<file path="src/rtl/serial_subtractor_if.sv">
// serial_subtractor_if: start/done handshake, operands and result/flag bus of the serial subtractor
interface serial_subtractor_if #(parameter int WIDTH = 32);
  logic             start;
  logic [WIDTH-1:0] A;
  logic [WIDTH-1:0] B;
  logic             busy;
  logic             done;
  logic [WIDTH-1:0] D;
  logic             Bout;
  logic             V;
  logic             Z;
  modport master (output start, A, B, input busy, done, D, Bout, V, Z);
  modport slave  (input start, A, B, output busy, done, D, Bout, V, Z);
endinterface

</file>
<file path="src/rtl/serial_subtractor.sv">
// serial_subtractor: bit-serial D = A + ~B + 1, one bit per clock, with borrow/overflow/zero flags
module serial_subtractor #(
  parameter int WIDTH = 32
) (
  input logic               clk,
  input logic               rst_n,
  serial_subtractor_if.slave bus
);
  localparam int CW = $clog2(WIDTH);
  typedef enum logic [1:0] {IDLE, RUN, DONE} state_t;
  state_t           state_q, state_d;
  logic [WIDTH-1:0] a_q, a_d, b_q, b_d, sh_q, sh_d, d_q, d_d;
  logic [CW-1:0]    cnt_q, cnt_d;
  logic             carry_q, carry_d, am_q, am_d, bm_q, bm_d;
  logic             bout_q, bout_d, v_q, v_d, z_q, z_d, busy_q, busy_d, done_q, done_d;
  logic             nb, s, cy;
  logic [WIDTH-1:0] dn;
  assign nb = ~b_q[0];
  assign s  = a_q[0] ^ nb ^ carry_q;
  assign cy = (a_q[0] & nb) | (a_q[0] & carry_q) | (nb & carry_q);
  assign dn = {s, sh_q[WIDTH-1:1]};
  assign bus.busy = busy_q;
  assign bus.done = done_q;
  assign bus.D    = d_q;
  assign bus.Bout = bout_q;
  assign bus.V    = v_q;
  assign bus.Z    = z_q;
  // next state: capture in IDLE, shift one full-adder bit per RUN cycle, publish result on the last bit
  always_comb begin
    state_d = state_q;
    a_d     = a_q;
    b_d     = b_q;
    sh_d    = sh_q;
    d_d     = d_q;
    cnt_d   = cnt_q;
    carry_d = carry_q;
    am_d    = am_q;
    bm_d    = bm_q;
    bout_d  = bout_q;
    v_d     = v_q;
    z_d     = z_q;
    busy_d  = busy_q;
    done_d  = done_q;
    case (state_q)
      IDLE: if (bus.start) begin
        a_d     = bus.A;
        b_d     = bus.B;
        am_d    = bus.A[WIDTH-1];
        bm_d    = bus.B[WIDTH-1];
        carry_d = 1'b1;
        cnt_d   = '0;
        busy_d  = 1'b1;
        state_d = RUN;
      end
      RUN: begin
        a_d     = a_q >> 1;
        b_d     = b_q >> 1;
        sh_d    = dn;
        carry_d = cy;
        cnt_d   = cnt_q + 1'b1;
        if (cnt_q == CW'(WIDTH - 1)) begin
          d_d     = dn;
          bout_d  = ~cy;
          v_d     = (am_q != bm_q) & (dn[WIDTH-1] != am_q);
          z_d     = dn == '0;
          done_d  = 1'b1;
          busy_d  = 1'b0;
          state_d = DONE;
        end
      end
      DONE: begin
        done_d  = 1'b0;
        state_d = IDLE;
      end
      default: state_d = IDLE;
    endcase
  end
  // state register with synchronous active-low reset that aborts any operation in flight
  always_ff @(posedge clk) begin
    if (!rst_n) begin
      state_q <= IDLE;
      a_q     <= '0;
      b_q     <= '0;
      sh_q    <= '0;
      d_q     <= '0;
      cnt_q   <= '0;
      carry_q <= 1'b0;
      am_q    <= 1'b0;
      bm_q    <= 1'b0;
      bout_q  <= 1'b0;
      v_q     <= 1'b0;
      z_q     <= 1'b0;
      busy_q  <= 1'b0;
      done_q  <= 1'b0;
    end else begin
      state_q <= state_d;
      a_q     <= a_d;
      b_q     <= b_d;
      sh_q    <= sh_d;
      d_q     <= d_d;
      cnt_q   <= cnt_d;
      carry_q <= carry_d;
      am_q    <= am_d;
      bm_q    <= bm_d;
      bout_q  <= bout_d;
      v_q     <= v_d;
      z_q     <= z_d;
      busy_q  <= busy_d;
      done_q  <= done_d;
    end
  end
endmodule

</file>
<file path="src/flat_wrapper.sv">
// flat-port wrapper written by rule: the top's interface ports become plain ports
module serial_subtractor_flat 
#(
  parameter int WIDTH = 32
)
  (clk, rst_n, bus_start, bus_A, bus_B, bus_busy, bus_done, bus_D, bus_Bout, bus_V, bus_Z);
  serial_subtractor_if #(.WIDTH(WIDTH)) bus_i ();
  input logic clk;
  input logic rst_n;
  input wire logic [$bits(bus_i.start)-1:0] bus_start;
  input wire logic [$bits(bus_i.A)-1:0] bus_A;
  input wire logic [$bits(bus_i.B)-1:0] bus_B;
  output wire logic [$bits(bus_i.busy)-1:0] bus_busy;
  output wire logic [$bits(bus_i.done)-1:0] bus_done;
  output wire logic [$bits(bus_i.D)-1:0] bus_D;
  output wire logic [$bits(bus_i.Bout)-1:0] bus_Bout;
  output wire logic [$bits(bus_i.V)-1:0] bus_V;
  output wire logic [$bits(bus_i.Z)-1:0] bus_Z;
  assign bus_i.start = bus_start;
  assign bus_i.A = bus_A;
  assign bus_i.B = bus_B;
  assign bus_busy = bus_i.busy;
  assign bus_done = bus_i.done;
  assign bus_D = bus_i.D;
  assign bus_Bout = bus_i.Bout;
  assign bus_V = bus_i.V;
  assign bus_Z = bus_i.Z;
  serial_subtractor #(.WIDTH(WIDTH)) u_core (.clk(clk), .rst_n(rst_n), .bus(bus_i));
endmodule
</file>
<file path="config.mk">
export PLATFORM = sky130hd
export DESIGN_NAME = serial_subtractor_flat
export DESIGN_NICKNAME = d
export VERILOG_FILES = /design/src/rtl/serial_subtractor_if.sv /design/src/rtl/serial_subtractor.sv /design/src/flat_wrapper.sv
export SDC_FILE = /design/constraint.sdc
export NUM_CORES = 1
export LEC_CHECK = 0
export CORE_ASPECT_RATIO = 1.5
export CORE_MARGIN = 1.5
export CORE_UTILIZATION = 52
export CTS_CLUSTER_SIZE = 24
export DETAILED_ROUTE_END_ITERATION = 8
export GPL_ROUTABILITY_DRIVEN = 0
export GPL_TIMING_DRIVEN = 1
export PLACE_DENSITY = 0.79
export RECOVER_POWER = 50
export REMOVE_ABC_BUFFERS = 1
export SLEW_MARGIN = 5
export SYNTH_ARGS = -nofsm -noshare
export SYNTH_HDL_FRONTEND = slang
export SYNTH_SLANG_ARGS = --single-unit
</file>
<file path="constraint.sdc">
create_clock -name clk -period 2.41 [get_ports clk]
set_clock_uncertainty 0.1 [all_clocks]
set_input_delay 0.482 -clock clk [delete_from_list [all_inputs] [get_ports clk]]
set_output_delay 0.482 -clock clk [all_outputs]
set_load 0.01 [all_outputs]
</file>
==> flow_summary.toml <==
[power_and_ir_drop]
p_leak_nw = 2.612
p_sw_share_pct = 22.18
power.internal_mw = 4.583
power.density_nw_per_um2 = 804.1
power_switching_mw = 1.306
pwr-share-seq_pct = 43.0
ir_worst_vdd_uv = 653.0
power_frac_comb_pct = 9.1
p_clk_share_pct = 47.9

[synth]
seq_area_frac_synth_pct = 50.65
synthCells = 707
synth_compound_gate_area_share_pct = 17.52
synth_cell_type_count = 36
yosys_warnings = 0
synthesis.area_um2 = 5613
synth_fa_ha_area_share_pct = 0.8025
synthMuxAreaShare_pct = 0.1783
synth_top_family_by_area = "simple AND/OR/NAND/NOR gates"
ys_seq_elements = 142
ys_async_sr_fraction_pct = 0
yosys.area_share.simple_pct = 25.03
synth_ff_type = "dfxtp_1"
synth_edf_count = 0
avgSynthCellArea_um2 = 7.939
synth_xor_area_share_pct = 0

[outcome]
status = "completed"

[sta]
final_hold_viol_count = 0
rsz0062_at_grt = "no"
fmax_mhz = 462.4
fin_crit_sh_pct = 89.73
setup_viol = 0
final_max_slew_viol_count = 0
holdWs_ns = 0.3528
worst_slew_pin_slew_ns = 0.8214
worst_slack_ns = 0.2476
fin_crit_ns = 2.162
maxSlewHeadroom_pct = 45.16

[route]
drt_iter0_drc = 236
highest_layer = "met4"
post_drt_wl_per_cell_um = 13.06
wl_met1_um = 5150
vias = 5023
routed_wl_um = 12250
drc = 0
drt-vias-per-instance = 5.355
wl_met2_um = 6348
ant_nets = 0
dr.pass1.iters = 4
wl_met3_um = 557

[critical_path]
critPathKind = "flop to flop"
critPathMaxStageDelay_ns = 0.52
end_kind = "flop"
cp-start-kind = "flop"
path_common_cell = "ha_1"
crit_required_ns = 2.64
crit_path_cell_trace = "ha_1, and3_1, ha_1, and3b_1, buf_4, nand2_1, a21oi_1"
cp.arrival_ns = 2.39
slowest_stage = "and3b_1"
worstPathMaxFanout = 14

[layout]
nets = 853
layout-drive-gt1-share_pct = 6.171
final_core_util_pct = 69.54
postLayoutCellArea_um2 = 7325
syn_to_final_growth_pct = 30.49
antenna_cells = 0

[place]
place.detailed.hpwl_um = 8021
dp_worst_setup_slack_ns = 0.2332
place_area_um2 = 6708
portBuffers = 103

[global_routing]
grt_max_degree = 70
gr-usage-all-layers_pct = 22.27
antenna_found_initial = 0
grt_pass1_wl_um = 20290
first_global_vias = 4723
gr-total-overflow = 0

[clock_tree]
cts_tree = "built"
numCtsBuffers = 17
clk_pin_slew_ns = 0.06
post_cts_resize_count = 0
clk_latency_ns = 0.41
cts_root_buffer = "clkbuf_16"
postCtsSetupRepairBufs = 0
hold_buffers = 0
htreeDepth = 4
clkSinkCount = 142
cts_buffer_depth = 2

[floorplan]
start_util_pct = 53.29
io_pins = 104
die_x_um = 87.83
placementRows = 46
core_um2 = 10530
die_h_um = 130.2
die_area_um2 = 11440

[flow_run]
max-cap-violations = 0

[hold_path]
hold_path_class = "flop to flop"
[state kept, by name, summed over array words and instances, names as in the netlist]
register / count
u_core.bus.Bout: 1
u_core.bm_q: 1
u_core.bus.D: 32
u_core.bus.done: 1
u_core.carry_q: 1
u_core.cnt_q: 5
u_core.b_q: 32
u_core.bus.V: 1
u_core.bus.Z: 1
u_core.am_q: 1
u_core.a_q: 32
u_core.sh_q: 31
u_core.state_q: 2
u_core.bus.busy: 1
[Yosys cell counts (3+ instances only)]
cell | count | area [um2]
a21oi_1 | 73 | 365.4
a311oi_1 | 62 | 543.0
buf_2 | 21 | 105.1
buf_4 | 5 | 37.54
buf_6 | 6 | 67.56
clkbuf_1 | 26 | 97.59
dfxtp_1 | 142 | 2843
nand2_1 | 258 | 968.4
nand3_1 | 4 | 20.02
nand3b_1 | 3 | 22.52
nor2_1 | 68 | 255.2
nor4_1 | 8 | 50.05
o21ai_0 | 3 | 15.01
[per-stage QoR]
step           total power, mW  TNS, ns  instances
2_1_floorplan            2.897  -169.63        647
3_3_place_gp             3.103        0        908
3_5_place_dp             3.125        0        908
4_1_cts                  5.935        0        938
5_1_grt                  6.086        0        938
6_report                 5.889        0        938
[kinds of logic (layout without fill, tap and decap cells)]
kind of cell | after synthesis | count (layout)
muxes | 1 | 1
AOI/OAI and AO/OA | 145 | 145
DFF | 142 | 142
adders and majority gates | 3 | 3
and+or+nand+nor | 353 | 353
buffers and inverters | 63 | 150
[placed cells by master, fill, tap and decap left out, types with 3 or more instances in the layout]
master / Yosys / layout
nand2_1: 258 / 258
dfxtp_1: 142 / 142
clkdlybuf4s50_1: 0 / 101
a21oi_1: 73 / 73
nor2_1: 68 / 68
a311oi_1: 62 / 63
clkbuf_16: 0 / 17
nor4_1: 8 / 8
buf_4: 5 / 7
bufinv_16: 0 / 5
buf_12: 0 / 5
nand3_1: 4 / 4
clkinvlp_4: 0 / 4
o21ai_0: 3 / 3
nand3b_1: 3 / 3
[layout make-up]
class / count / area [um2]
Clock buffer: 19 / 452.9
Sequential cell: 142 / 2843
Timing Repair Buffer: 117 / 1196
Clock inverter: 11 / 190.2
Fill cell: 846 / 3208
Tap cell: 144 / 180.2
Multi-Input combinational cell: 502 / 2451
Inverter: 3 / 11.26
[critical path: cells and delay by family, from the launching register on]
family	cells	cell delay [ns]
simple gates	3	0.78
fa+ha+maj	2	0.40
flops	1	0.40
buf+inv	1	0.28
compound gates	1	0.13
[metal layers]
| layer | up-vias | GRT usage (%) |
|---|---|---|
| li1 | 2548 | - |
| met1 | 2328 | 24.85 |
| met2 | 133 | 39.60 |
| met3 | 14 | 6.578 |
| met4 | 0 | 7.937 |
| met5 | - | 0 |
[path summary, 6_finish.rpt]
path                                      start  slack, ns               end  depth (start not counted)
worst max-delay path            u_core.cnt_q[0]       0.25  u_core.bus.D[30]                          7
worst min-delay path            u_core.bus.D[7]       0.35   u_core.bus.D[7]                          2
worst max register to register  u_core.cnt_q[0]       0.25  u_core.bus.D[30]                          7
worst min register to register  u_core.bus.D[7]       0.35   u_core.bus.D[7]                          2
[power groups by stage]
| stage | clock [mW] | sequential, mW | combinational [mW] |
|---|---|---|---|
| after floorplan | 0 | 2.57 | 0.332 |
| after global placement | 0 | 2.58 | 0.526 |
| after detailed placement | 0 | 2.58 | 0.544 |
| after CTS | 2.85 | 2.53 | 0.547 |
| after global routing | 2.94 | 2.55 | 0.594 |
| final | 2.82 | 2.53 | 0.535 |
Note: power is estimated with default switching activity, not from simulation.
